## config.mk

```make
export PLATFORM = sky130hd
export DESIGN_NAME = game_frame_sequencer_flat
export DESIGN_NICKNAME = d
export VERILOG_FILES = /design/src/rtl/game_frame_sequencer_if.sv /design/src/rtl/game_frame_sequencer.sv /design/src/flat_wrapper.sv
export SDC_FILE = /design/constraint.sdc
export NUM_CORES = 1
export LEC_CHECK = 0
export CAP_MARGIN = 30
export CORE_AREA = 2 2 82 100
export CTS_CLUSTER_SIZE = 25
export DETAILED_ROUTE_END_ITERATION = 8
export DIE_AREA = 0 0 84 102
export DONT_BUFFER_PORTS = 1
export HOLD_SLACK_MARGIN = 0.15
export SETUP_SLACK_MARGIN = 0.02
export SYNTH_ARGS = -nofsm -noshare
export SYNTH_HDL_FRONTEND = slang
export SYNTH_SLANG_ARGS = --single-unit
```

## constraint.sdc

```tcl
create_clock -name sysclk -period 3.1 [get_ports sysclk]
set_input_delay 0 -clock sysclk [delete_from_list [all_inputs] [get_ports sysclk]]
set_output_delay 0 -clock sysclk [all_outputs]
set_load 0.05 [all_outputs]
```

## src/rtl/game_frame_sequencer_if.sv

```systemverilog
// Handshake/bus bundle for game_frame_sequencer: frame trigger, key input,
// collision handshake and the per-frame update strobes.
interface game_frame_sequencer_if;
    logic       vblank_start;
    logic       key_valid;
    logic [7:0] key_code;
    logic [1:0] paddle_dx;
    logic [1:0] paddle_dy;
    logic       paddle_step;
    logic       ball_step;
    logic       collide_req;
    logic       collide_done;
    logic       goal_hit;
    logic       win_cond;
    logic       score_inc;
    logic       score_clr;
    logic       pos_reset;
    logic       win_active;
    logic       busy;
    logic       overrun;
    logic       coll_err;

    modport master (
        input  vblank_start, key_valid, key_code, collide_done, goal_hit, win_cond,
        output paddle_dx, paddle_dy, paddle_step, ball_step, collide_req,
               score_inc, score_clr, pos_reset, win_active, busy, overrun, coll_err
    );

    modport slave (
        output vblank_start, key_valid, key_code, collide_done, goal_hit, win_cond,
        input  paddle_dx, paddle_dy, paddle_step, ball_step, collide_req,
               score_inc, score_clr, pos_reset, win_active, busy, overrun, coll_err
    );
endinterface

```

## src/rtl/game_frame_sequencer.sv

```systemverilog
// Once-per-frame scheduler: paddle, ball, collision, scoring, win-screen hold.
// Optional pause key (scan code 0x4D) is compiled in with `define GAME_PAUSE_EN.
module game_frame_sequencer #(
    parameter int unsigned PADDLE_DIV   = 1,
    parameter int unsigned BALL_DIV     = 2,
    parameter int unsigned WIN_FRAMES   = 180,
    parameter int unsigned COLL_TIMEOUT = 255
) (
    input  logic                   sysclk,
    input  logic                   rst,
    game_frame_sequencer_if.master bus
);
    typedef enum logic [2:0] {
        S_IDLE, S_PADDLE, S_BALL, S_COLLIDE, S_SCORE, S_WIN
    } state_t;

    localparam int unsigned WIN_W = $clog2(WIN_FRAMES + 1);
    localparam int unsigned TO_W  = $clog2(COLL_TIMEOUT + 1);

    state_t           r_state;
    logic [7:0]       r_pdiv;
    logic [7:0]       r_bdiv;
    logic [TO_W-1:0]  r_wait;
    logic [WIN_W-1:0] r_wcnt;
    logic [1:0]       r_dx;
    logic [1:0]       r_dy;
    logic             r_pend_valid;
    logic [7:0]       r_pend_code;
    logic             r_paddle_step;
    logic             r_ball_step;
    logic             r_collide_req;
    logic             r_score_inc;
    logic             r_score_clr;
    logic             r_pos_reset;
    logic             r_win_active;
    logic             r_busy;
    logic             r_overrun;
    logic             r_coll_err;
`ifdef GAME_PAUSE_EN
    logic             r_paused;
`endif

    logic       w_key_in;
    logic       w_apply;
    logic       w_frame_go;
    logic [7:0] w_code;
    logic [1:0] w_dx;
    logic [1:0] w_dy;

    function automatic logic is_move_key(input logic [7:0] c);
        return (c == 8'h1C) || (c == 8'h23) || (c == 8'h1D) || (c == 8'h1B) || (c == 8'hF0);
    endfunction

    // A fresh key in IDLE outranks whatever was parked during the sequence.
    always_comb begin
        w_key_in = bus.key_valid && is_move_key(bus.key_code);
        w_code   = w_key_in ? bus.key_code : r_pend_code;
        w_apply  = (r_state == S_IDLE) && !r_win_active && (w_key_in || r_pend_valid);
        w_dx     = r_dx;
        w_dy     = r_dy;
        case (w_code)
            8'h1C:   w_dx = 2'b11;
            8'h23:   w_dx = 2'b01;
            8'h1D:   w_dy = 2'b11;
            8'h1B:   w_dy = 2'b01;
            8'hF0:   begin w_dx = 2'b00; w_dy = 2'b00; end
            default: ;
        endcase
`ifdef GAME_PAUSE_EN
        w_frame_go = !r_paused;
`else
        w_frame_go = 1'b1;
`endif
    end

    always_ff @(posedge sysclk) begin
        if (rst) begin
            r_state       <= S_IDLE;
            r_pdiv        <= '0;
            r_bdiv        <= '0;
            r_wait        <= '0;
            r_wcnt        <= '0;
            r_dx          <= '0;
            r_dy          <= '0;
            r_pend_valid  <= 1'b0;
            r_pend_code   <= '0;
            r_paddle_step <= 1'b0;
            r_ball_step   <= 1'b0;
            r_collide_req <= 1'b0;
            r_score_inc   <= 1'b0;
            r_score_clr   <= 1'b0;
            r_pos_reset   <= 1'b0;
            r_win_active  <= 1'b0;
            r_busy        <= 1'b0;
            r_overrun     <= 1'b0;
            r_coll_err    <= 1'b0;
`ifdef GAME_PAUSE_EN
            r_paused      <= 1'b0;
`endif
        end else begin
            r_paddle_step <= 1'b0;
            r_ball_step   <= 1'b0;
            r_score_inc   <= 1'b0;
            r_score_clr   <= 1'b0;
            r_pos_reset   <= 1'b0;

            if (bus.vblank_start && (r_state != S_IDLE))
                r_overrun <= 1'b1;

            if (w_apply) begin
                r_dx <= w_dx;
                r_dy <= w_dy;
            end
            if (r_state == S_IDLE) begin
                r_pend_valid <= 1'b0;
            end else if (w_key_in && !r_win_active) begin
                r_pend_valid <= 1'b1;
                r_pend_code  <= bus.key_code;
            end
`ifdef GAME_PAUSE_EN
            if (bus.key_valid && (bus.key_code == 8'h4D) && !r_win_active)
                r_paused <= !r_paused;
`endif

            // Strobes are registered on entry, so each is high during its own state.
            case (r_state)
                S_IDLE: begin
                    if (bus.vblank_start) begin
                        if (r_win_active) begin
                            r_state <= S_WIN;
                            r_busy  <= 1'b1;
                            if (r_wcnt == WIN_W'(WIN_FRAMES - 1)) begin
                                r_pos_reset <= 1'b1;
                                r_score_clr <= 1'b1;
                                r_wcnt      <= '0;
                            end else begin
                                r_wcnt <= r_wcnt + WIN_W'(1);
                            end
                        end else if (w_frame_go) begin
                            r_state       <= S_PADDLE;
                            r_busy        <= 1'b1;
                            r_paddle_step <= (r_pdiv == 8'(PADDLE_DIV - 1));
                            r_pdiv        <= (r_pdiv == 8'(PADDLE_DIV - 1)) ? 8'd0 : r_pdiv + 8'd1;
                        end
                    end
                end
                S_PADDLE: begin
                    r_state     <= S_BALL;
                    r_ball_step <= (r_bdiv == 8'(BALL_DIV - 1));
                    r_bdiv      <= (r_bdiv == 8'(BALL_DIV - 1)) ? 8'd0 : r_bdiv + 8'd1;
                end
                S_BALL: begin
                    r_state       <= S_COLLIDE;
                    r_collide_req <= 1'b1;
                    r_wait        <= '0;
                end
                S_COLLIDE: begin
                    if (bus.collide_done) begin
                        r_state       <= S_SCORE;
                        r_collide_req <= 1'b0;
                        r_score_inc   <= bus.goal_hit;
                        r_pos_reset   <= bus.goal_hit;
                        if (bus.goal_hit && bus.win_cond) begin
                            r_win_active <= 1'b1;
                            r_dx         <= '0;
                            r_dy         <= '0;
                            r_pend_valid <= 1'b0;
                        end
                    end else if (r_wait == TO_W'(COLL_TIMEOUT - 1)) begin
                        r_state       <= S_IDLE;
                        r_busy        <= 1'b0;
                        r_collide_req <= 1'b0;
                        r_coll_err    <= 1'b1;
                    end else begin
                        r_wait <= r_wait + TO_W'(1);
                    end
                end
                S_SCORE: begin
                    r_state <= S_IDLE;
                    r_busy  <= 1'b0;
                end
                S_WIN: begin
                    if (r_score_clr)
                        r_win_active <= 1'b0;
                    r_state <= S_IDLE;
                    r_busy  <= 1'b0;
                end
                default: begin
                    r_state <= S_IDLE;
                    r_busy  <= 1'b0;
                end
            endcase
        end
    end

    assign bus.paddle_dx   = r_dx;
    assign bus.paddle_dy   = r_dy;
    assign bus.paddle_step = r_paddle_step;
    assign bus.ball_step   = r_ball_step;
    assign bus.collide_req = r_collide_req;
    assign bus.score_inc   = r_score_inc;
    assign bus.score_clr   = r_score_clr;
    assign bus.pos_reset   = r_pos_reset;
    assign bus.win_active  = r_win_active;
    assign bus.busy        = r_busy;
    assign bus.overrun     = r_overrun;
    assign bus.coll_err    = r_coll_err;
endmodule

```

## src/flat_wrapper.sv

```systemverilog
// flat-port wrapper written by rule: the top's interface ports become plain ports
module game_frame_sequencer_flat 
#(
    parameter int unsigned PADDLE_DIV   = 1,
    parameter int unsigned BALL_DIV     = 2,
    parameter int unsigned WIN_FRAMES   = 180,
    parameter int unsigned COLL_TIMEOUT = 255
)
  (sysclk, rst, bus_vblank_start, bus_key_valid, bus_key_code, bus_collide_done, bus_goal_hit, bus_win_cond, bus_paddle_dx, bus_paddle_dy, bus_paddle_step, bus_ball_step, bus_collide_req, bus_score_inc, bus_score_clr, bus_pos_reset, bus_win_active, bus_busy, bus_overrun, bus_coll_err);
  game_frame_sequencer_if bus_i ();
  input  logic sysclk;
  input  logic rst;
  input wire logic [$bits(bus_i.vblank_start)-1:0] bus_vblank_start;
  input wire logic [$bits(bus_i.key_valid)-1:0] bus_key_valid;
  input wire logic [$bits(bus_i.key_code)-1:0] bus_key_code;
  input wire logic [$bits(bus_i.collide_done)-1:0] bus_collide_done;
  input wire logic [$bits(bus_i.goal_hit)-1:0] bus_goal_hit;
  input wire logic [$bits(bus_i.win_cond)-1:0] bus_win_cond;
  output wire logic [$bits(bus_i.paddle_dx)-1:0] bus_paddle_dx;
  output wire logic [$bits(bus_i.paddle_dy)-1:0] bus_paddle_dy;
  output wire logic [$bits(bus_i.paddle_step)-1:0] bus_paddle_step;
  output wire logic [$bits(bus_i.ball_step)-1:0] bus_ball_step;
  output wire logic [$bits(bus_i.collide_req)-1:0] bus_collide_req;
  output wire logic [$bits(bus_i.score_inc)-1:0] bus_score_inc;
  output wire logic [$bits(bus_i.score_clr)-1:0] bus_score_clr;
  output wire logic [$bits(bus_i.pos_reset)-1:0] bus_pos_reset;
  output wire logic [$bits(bus_i.win_active)-1:0] bus_win_active;
  output wire logic [$bits(bus_i.busy)-1:0] bus_busy;
  output wire logic [$bits(bus_i.overrun)-1:0] bus_overrun;
  output wire logic [$bits(bus_i.coll_err)-1:0] bus_coll_err;
  assign bus_i.vblank_start = bus_vblank_start;
  assign bus_i.key_valid = bus_key_valid;
  assign bus_i.key_code = bus_key_code;
  assign bus_i.collide_done = bus_collide_done;
  assign bus_i.goal_hit = bus_goal_hit;
  assign bus_i.win_cond = bus_win_cond;
  assign bus_paddle_dx = bus_i.paddle_dx;
  assign bus_paddle_dy = bus_i.paddle_dy;
  assign bus_paddle_step = bus_i.paddle_step;
  assign bus_ball_step = bus_i.ball_step;
  assign bus_collide_req = bus_i.collide_req;
  assign bus_score_inc = bus_i.score_inc;
  assign bus_score_clr = bus_i.score_clr;
  assign bus_pos_reset = bus_i.pos_reset;
  assign bus_win_active = bus_i.win_active;
  assign bus_busy = bus_i.busy;
  assign bus_overrun = bus_i.overrun;
  assign bus_coll_err = bus_i.coll_err;
  game_frame_sequencer #(.PADDLE_DIV(PADDLE_DIV), .BALL_DIV(BALL_DIV), .WIN_FRAMES(WIN_FRAMES), .COLL_TIMEOUT(COLL_TIMEOUT)) u_core (.sysclk(sysclk), .rst(rst), .bus(bus_i));
endmodule
```

Word-level counts from Yosys, hierarchy flattened:

Cells that the tools add are included.

* flip-flop bits (word level): 58
* bits of input ports: 15
* output and inout bits: 14

* add/sub/neg operators: 4
* equal/unequal tests: 25
* mux-type cells: 42
* bitwise gates (word level): 7
* reductions and logical operators: 31

Operators by type and width (count)
* 8-bit by 5-bit equality test with 1-bit output, second input constant: 6
* 8-bit two-way mux: 6
* 8-bit by 1-bit adder with 8-bit output, second input constant: 4
* 8-bit equality test, second input constant: 4
* 8-bit by 6-bit equality test with 1-bit output, second input constant: 2
* 1-bit two-way mux: 16
* 2-bit two-way mux: 8
* 8-bit one-hot mux with 2 select lines: 1
* 3-bit two-way mux: 4
* 2-bit one-hot mux with 3 select lines: 2
* 3-bit one-hot mux with 4 select lines: 1
* 3-bit AND reduction: 4
* 8-bit by 1-bit equality test with 1-bit output, second input constant: 1
* 8-bit logical NOT: 1
* 2-bit != test, second input constant: 4
* 4-bit AND reduction: 2
* 2-bit OR reduction: 4
* 1-bit inverter: 7
* 3-bit by 2-bit equality test with 1-bit output, second input constant: 2
* 1-bit logical AND: 6
* 2-bit by 1-bit != test with 1-bit output, second input constant: 3
* 1-bit one-hot mux with 2 select lines: 3
* 2-bit AND reduction: 3
* 1-bit logical OR: 5
* 9 further kinds: 10

Depth between registers and ports, before layout:

Gate-level depths: netlist (run 1).

* depth in word-level cells: 13
* mapped depth: 8
* depth with buffers taken out: 7

Worst setup path before layout (run 1):

Ideal clock, no wire load.

* path type: flip-flop to flip-flop
* start: register u_core.r_win_active (netlist: u_core.bus.win_active)
* end: register u_core.r_pdiv[5]
* arrival: 1.788 ns
* required time: 2.976 ns
* path slack: 1.188 ns
* stages on the path, launching flop included: 8
* buffers on the path: 1
* period minus slack after synthesis: 1.912 ns
* cells stage by stage: dfxtp_1 > nor4_4 > and2_1 > clkbuf_1 > and4_1 > nand3_1 > xor2_1 > nor2_1

* cells in the longest elaborated chain, start to end: 2

RTL lines
* from (decl): line game_frame_sequencer.sv:35 `logic r_win_active;`
* from (signal assigned): line game_frame_sequencer.sv:93 `r_win_active <= 1'b0;`
* from (signal assigned): line game_frame_sequencer.sv:164 `r_win_active <= 1'b1;`
* from (signal assigned): line game_frame_sequencer.sv:184 `r_win_active <= 1'b0;`
* 1-bit inverter (no source line)
* 3-bit AND reduction (no source line)
* to (signal assigned): line game_frame_sequencer.sv:143 `r_pdiv <= (r_pdiv == 8'(PADDLE_DIV - 1)) ? 8'd0 : r_pdiv + 8'd1;`
* to (decl): line game_frame_sequencer.sv:21 `logic [7:0] r_pdiv;`

No other way between the ends.
A chain may end at the register's enable or synchronous reset.

Final worst setup path (run 1):

* start: register u_core.r_state[2]
* end: register u_core.r_wcnt[4]

* cells in the longest elaborated chain, start to end: 2

RTL lines
* from (decl): line game_frame_sequencer.sv:20 `state_t r_state;`
* from (signal assigned): line game_frame_sequencer.sv:78 `r_state <= S_IDLE;`
* from (signal assigned): line game_frame_sequencer.sv:130 `r_state <= S_WIN;`
* from (signal assigned): line game_frame_sequencer.sv:140 `r_state <= S_PADDLE;`
* 3-bit logical NOT: line game_frame_sequencer.sv:126 `case (r_state)`
* 3-bit AND reduction (no source line)
* to (signal assigned): line game_frame_sequencer.sv:137 `r_wcnt <= r_wcnt + WIN_W'(1);`
* to (decl): line game_frame_sequencer.sv:24 `logic [WIN_W-1:0] r_wcnt;`

No other way between the ends.

==> results of run 1 <==
## layer usage
layer  wire length, um  share of wire  vias up
li1                  -              -     1134
met3               302          0.054       16
met1              2521           0.45     1058
met2              2603           0.46       37
met5                 0              0        -
met4               191          0.034        0
## stage by stage
stage            util  setup slack (ns)  hold slack [ns]
5_1_grt        0.4367            0.8874           0.1991
3_3_place_gp   0.3825             1.092          0.07633
3_5_place_dp   0.3825             1.059          0.07723
2_1_floorplan       -             1.188          0.09563
6_report       0.4367             1.049           0.1679
4_1_cts        0.4347             1.047           0.1567
## critical path: stages (launching register included)
cell and delay (ns):
dfxtp_1 0.43, nor3_1 0.50, and3_1 0.37, nand2_1 0.11, nand4bb_1 0.21, nand2b_1 0.23
nor2_1 0.08
## state kept, by name, indices dropped and copies added, names as in the netlist, 2 cells and up
name	cells
u_core.r_wcnt	8
u_core.bus.paddle_dx	2
u_core.r_state	3
u_core.r_pdiv	8
u_core.r_pend_code	8
u_core.r_wait	8
u_core.bus.paddle_dy	2
u_core.r_bdiv	8
## worst max path at each step
| stage | from | to | slack, ns | cells past startpoint |
|---|---|---|---|---|
| after floorplan | u_core.bus.win_active | u_core.r_pdiv[5] | 1.19 | 7 |
| after global placement | u_core.bus.win_active | u_core.r_wcnt[7] | 1.09 | 5 |
| after detailed placement | u_core.bus.win_active | u_core.r_wcnt[4] | 1.06 | 5 |
| after CTS | u_core.bus.win_active | u_core.r_wcnt[4] | 1.05 | 5 |
| after global routing | u_core.r_state[2] | u_core.r_wcnt[3] | 0.89 | 6 |
| final | u_core.r_state[2] | u_core.r_wcnt[4] | 1.05 | 6 |
## area by class of cell
type	count	area [um^2]	area share
clock buffer	9	123.9	0.03744
clock inverter	7	141.4	0.04274
inverter	9	33.78	0.01021
multi-input combinational	234	1580	0.4777
sequential	58	1161	0.3510
tap	92	115.1	0.03480
timing repair buffer	15	152.6	0.04614
## cells in the final DEF (no fill, tap or decap), types with 8 or more instances in the layout
master         instances
dfxtp_1               58
nor2_1                57
xor2_1                22
nand2_1               19
dlygate4sd3_1         13
nand4_1               12
mux2i_1               11
nor3_1                10
a21oi_1               10
inv_1                  9
clkbuf_8               9
nand2b_1               8
nand3_1                8
and3_1                 8
## power breakdown
group / internal (W) / switching (W) / total, W
logic: 0.0000531 / 0.0000631 / 0.000116
clock network: 0.000615 / 0.000314 / 0.000929
registers: 0.000760 / 0.0000402 / 0.000800
## kinds of logic (layout without fill, tap and decap cells)
kind of cell | count (synthesis) | after routing | share of synthesized area
buffers and inverters | 20 | 40 | 0.02838
AOI/OAI and AO/OA | 36 | 36 | 0.1069
xor gates and xnor gates | 27 | 27 | 0.08381
DFF | 58 | 58 | 0.4115
adders and majority gates | 7 | 7 | 0.03104
muxes | 13 | 13 | 0.04834
and+or+nand+nor | 151 | 151 | 0.2900
==> metrics, run 1 <==
status=completed; met2 Use GR=0.2246; Synth top cells by count=dfxtp_1 (58), nor2_1 (57), xor2_1 (22); top cell type's share of synthesized area=0.4115; global routing's busiest layer=met2; Routability Congestion=0.7682; Area after DPL=2898 um^2; Port Buffer Count=0; Rel. slew slack=0.4393; CTS tree=built; total number of vias=2245; highest clock rate=487.5 MHz; Critical Path AT=2.28 ns; CP Class=flip-flop to flip-flop; Mapped Nets=334; Setup Buffers After CTS=0; Yosys warnings=0; CP Launch Type=flip-flop; dominant synthesized flop cell=dfxtp_1; met1 Use GR=0.1669; Data required, critical path=3.33 ns; mean routed wirelength per cell=13.25 um; Post-DRT Antenna Nets=0; antenna cells=0; slew at the pin with the worst max-slew slack=0.8399 ns; initial antenna violation count=0; Total GRT Usage=0.1454; maximum vdd drop=0.2632 mV; crit path max fanout=11; Power Dens Cells=557.7 nW/um^2; drt pass-1 iters=4; Synth area leaders=dfxtp_1 (41%), nor2_1 (7.6%), xor2_1 (6.8%); Fill cells=745; die area=8568 um^2; Hold Crit Class=primary input to flip-flop; Hold Fails Final Rpt=0; worst hold stages=4; Critical R2R Launch=u_core.r_state[2]; vias in the first global route=2127; period utilisation layout=0.6617; flop2flop setup slack=1.05 ns; drc violations=0; RSZ-0062 raised after global routing=no; num ports=29; DP Cell Count=394; global-route wire length before repair=9701 um; dominant cell type by area after synthesis=dfxtp_1; CP Capture Type=flip-flop; sequential area share after synthesis=0.4115; Synth async-reset ratio=0; HP Start=bus_key_code[4]; Vias/cell=5.295; initial DRC count=80; clock root buffer=clkbuf_8; Clk pin slew, worst setup/hold paths=0.07 ns; PostCTS Resize Cnt=0; CTS buffer count=9; Worst R2R End=u_core.r_wcnt[4]; #FFs+latches synth=58; Cell Rows=35; detailed placer's ending HPWL=4019 um; Worst Hold End=u_core.bus.paddle_dy[1]; Gate Count Post-Synth=312; routed wire length=5619 um; P&R area growth vs syn=17.25%; Initial Utilization=0.3724; hold_buf cts=13; layout cells sized above 1=0.09036; largest net degree at the start of global routing=29; die width=84 um; Post-Syn Area=2821 um^2; final net count=349; FF-to-FF path depth=6; grt total ovfl=0; Power Total=0.001845 W; core area=7576 um^2; max cap viols=0; minimum clock period=2.051 ns; CTS max path bufs=2; CTS sink count=58; Slew Limit Fails=0; leakage power=1.220 nW; met3 Use GR=0.06300; final instance area=3308 um^2; EDFF count, synth=0; most frequent cell after synthesis=dfxtp_1; count of non-filler cells in the finished layout=424; Yosys cell types=54; setup violators final=0; clk_lat worst skew=0.34 ns; Setup Total Neg Slack=0 ns; Setup Skew=0.004647 ns; Vert. Die Dim=102 um; average size of a mapped cell=9.043 um^2; H-tree Lvls=3
(Power assumes the default switching activity.)
==> run 2, diff against run 1 <==
--- a/config.mk
+++ b/config.mk
@@ -5,11 +5,12 @@
 export SDC_FILE = /design/constraint.sdc
 export NUM_CORES = 1
 export LEC_CHECK = 0
+export ABC_AREA = 1
 export CAP_MARGIN = 30
-export CORE_AREA = 2 2 82 100
+export CORE_AREA = 2 2 83 101
 export CTS_CLUSTER_SIZE = 25
 export DETAILED_ROUTE_END_ITERATION = 8
-export DIE_AREA = 0 0 84 102
+export DIE_AREA = 0 0 85 103
 export DONT_BUFFER_PORTS = 1
 export HOLD_SLACK_MARGIN = 0.15
 export SETUP_SLACK_MARGIN = 0.02
==> constraint.sdc (replaced) <==
create_clock -name sysclk -period 1.7 [get_ports sysclk]
set_input_delay 0 -clock sysclk [delete_from_list [all_inputs] [get_ports sysclk]]
set_output_delay 0 -clock sysclk [all_outputs]
set_load 0.05 [all_outputs]
==> metrics, run 2 <==
status=completed; initial DRC count=128 (+60%); Yosys warnings=0 (unchanged); worst hold stages=5 (+1); HP Start=bus_key_code[0]; Hold Crit Class=primary input to flip-flop; Vert. Die Dim=103 um (+0.98%); minimum clock period=1.645 ns (-0.4066 ns); Cell Rows=36 (+2.9%); FF-to-FF path depth=11 (+5); crit path max fanout=5 (-6); Yosys cell types=36 (-33%); total number of vias=2783 (+24%); EDFF count, synth=0 (unchanged); CTS tree=built; CP Capture Type=flip-flop; top cell type's share of synthesized area=0.4030 (-0.008577); Post-Syn Area=2882 um^2 (+2.1%); Clk pin slew, worst setup/hold paths=0.07 ns (about the same); drt pass-1 iters=4 (unchanged); CP max-delay cell=dfxtp_4; Initial Utilization=0.3656 (-0.006864); Setup Skew=0.01053 ns (+0.005882 ns); dominant synthesized flop cell=dfxtp_1; die area=8755 um^2 (+2.2%); antenna cells=0 (unchanged); Synth area leaders=dfxtp_1 (40%), nand2_1 (10%), nor2_1 (7.6%); maximum vdd drop=0.4813 mV (+83%); CP Launch Type=flip-flop; routed wire length=7058 um (+26%); Worst path max stage delay=0.36 ns (-0.14 ns); highest clock rate=608.1 MHz (+25%); flop2flop setup slack=0.06 ns (-0.99 ns); setup violators final=0 (unchanged); Synth async-reset ratio=0 (unchanged); Setup Total Neg Slack=0 ns (unchanged); core area=7883 um^2 (+4.0%); Synth top cells by count=nand2_1 (78), dfxtp_1 (58), nor2_1 (58); CP Class=flip-flop to flip-flop; global-route wire length before repair=10730 um (+11%); Power Dens Cells=834.5 nW/um^2 (+50%); Post-DRT Antenna Nets=0 (unchanged); Hold Fails Final Rpt=0 (unchanged); commonest non-fill, non-tap cell in the layout=nand2_1; RSZ-0062 raised after global routing=yes; #FFs+latches synth=58 (unchanged); CTS max path bufs=2 (unchanged); vias in the first global route=2484 (+17%); largest net degree at the start of global routing=22 (-24%); most used cell, CP=nor2_4; CP Cell Sequence=nor2_4 -> inv_2 -> nor2_4 -> nand2_4 -> nor2_4 -> nand2_2 -> nor3_2 -> nand2_1 -> inv_2 -> and3_1 -> nor3_1; clk_lat worst skew=0.34 ns (about the same); slew at the pin with the worst max-slew slack=0.9269 ns (+0.08705 ns); Worst R2R End=u_core.r_pdiv[7]; detailed placer's ending HPWL=4611 um (+15%); CP Buf/Inv Count=2 (+2); sequential area share after synthesis=0.4030 (-0.008577); crit-path leading delay family=simple AND/OR/NAND/NOR gates; final net count=487 (+40%); count of non-filler cells in the finished layout=563 (+33%); layout cells sized above 1=0.2457 (+0.1554); Data required, critical path=1.93 ns (-1.40 ns); Rel. slew slack=0.3800 (-0.05931); final instance area=3819 um^2 (+15%); P&R area growth vs syn=32.52%; period utilisation layout=0.9674 (+0.3057); Critical Path AT=1.87 ns (-0.41 ns); Port Buffer Count=0 (unchanged); Total GRT Usage=0.1567 (+0.01127); max cap viols=0 (unchanged); most frequent cell after synthesis=nand2_1; num ports=29 (unchanged); Mapped Nets=431 (+29%); Slew Limit Fails=0 (unchanged); leakage power=1.673 nW (+37%); average size of a mapped cell=7.045 um^2 (-22%); grt total ovfl=0 (unchanged); Worst Hold End=u_core.r_pend_code[0]; dominant cell type by area after synthesis=dfxtp_1; Power Total=0.003187 W (+73%); CTS sink count=58 (unchanged); drc violations=0 (unchanged); most frequent cells in the layout=nand2_1 (65), dfxtp_1 (55), inv_1 (52); Gate Count Post-Synth=409 (+31%); CTS buffer count=9 (unchanged); die width=85 um (+1.2%); H-tree Lvls=3 (unchanged); Critical R2R Launch=u_core.r_state[2]; Vias/cell=4.943 (-6.6%); DP Cell Count=522 (+32%); Area after DPL=3152 um^2 (+8.8%); Fin Hold WS=0.1792 ns (+0.01129 ns); Routability Congestion=0.8336 (+8.5%); clock root buffer=clkbuf_8; mean routed wirelength per cell=12.54 um (-5.4%); initial antenna violation count=0 (unchanged)
## run 2: changes by cell type after synthesis, sizes merged, moves of 5 or more
| cell | before | now |
|---|---|---|
| o21ai | 4 | 10 |
| nor2 | 57 | 62 |
| xnor2 | 5 | 0 |
| a21oi | 11 | 32 |
| nand2b | 8 | 0 |
| and3 | 8 | 2 |
| nand3 | 8 | 35 |
| nand4 | 12 | 6 |
| nand2 | 19 | 83 |
| xor2 | 22 | 6 |
| mux2i | 11 | 0 |
| inv | 9 | 60 |
## run 2: through the flow
step / utilization / setup WS, ns
after floorplan: - / 0.07522
after global placement: 0.3998 / 0.08194
after detailed placement: 0.3998 / 0.01005
after CTS: 0.4440 / 0.02907
after global routing: 0.4844 / -0.05433
final: 0.4844 / 0.05547
## run 2: cell families after synthesis
group / after synthesis / synth area share
AO/OA/AOI/OAI: 57 / 0.1146
XOR/XNOR: 6 / 0.01824
adder cells (fa/ha/maj): 7 / 0.03039
buffers and inverters: 67 / 0.09075
flip-flops: 58 / 0.4030
AND/OR/NAND/NOR: 214 / 0.3430
## run 2: worst max path at each step
stage	startpoint	endpoint	slack, ns	cells past startpoint
2_1_floorplan	u_core.r_wait[0]	u_core.r_wait[4]	0.08	11
3_3_place_gp	u_core.r_wait[0]	u_core.r_wait[4]	0.08	11
3_5_place_dp	u_core.r_wait[0]	u_core.r_wait[4]	0.01	11
4_1_cts	bus_key_code[4]	u_core.bus.paddle_dx[0]	0.03	14
5_1_grt	u_core.r_state[2]	u_core.r_wcnt[6]	-0.05	11
6_report	u_core.r_state[2]	u_core.r_pdiv[7]	0.06	11
## run 2: repair_timing
item                       in CTS  in global routing
setup buffers                   0                 11
pin swaps                       0                 27
setup endpoints to repair       1                 24
resized for setup               1                 65
hold buffers                   15                  1
hold endpoints to repair       48                  2
## run 2: layout make-up
| class | count | area, um^2 |
|---|---|---|
| multi-input cells | 284 | 1663 |
| repair buffers | 52 | 452.9 |
| flip-flops and latches | 58 | 1167 |
| inverters | 60 | 225.2 |
| clock buffers | 11 | 151.4 |
| clock inverters | 3 | 40.04 |
| fillers | 758 | 4064 |
| well taps | 95 | 118.9 |
## run 2: where the power goes
part           leakage [nW]  switching (W)  internal (W)  total [W]
combinational          1.10       0.000284      0.000196   0.000480
clock                 0.101       0.000521      0.000735    0.00126
sequential            0.471      0.0000470       0.00140    0.00145
## run 2: worst min-delay path: stages
cell,delay (ns)
dlymetal6s4s_1,0.19
inv_1,0.07
nor2_1,0.10
a21oi_1,0.05
nor2_1,0.08
## run 2: routing by layer
| layer | routed length [um] | part of all wire | GRT usage | up-vias |
|---|---|---|---|---|
| met5 | 0 | 0 | 0 | - |
| met4 | 296 | 0.042 | 0.1123 | 0 |
| met3 | 253 | 0.036 | 0.03523 | 22 |
| met2 | 3518 | 0.50 | 0.2632 | 52 |
| met1 | 2990 | 0.42 | 0.1754 | 1265 |
| li1 | - | - | - | 1444 |
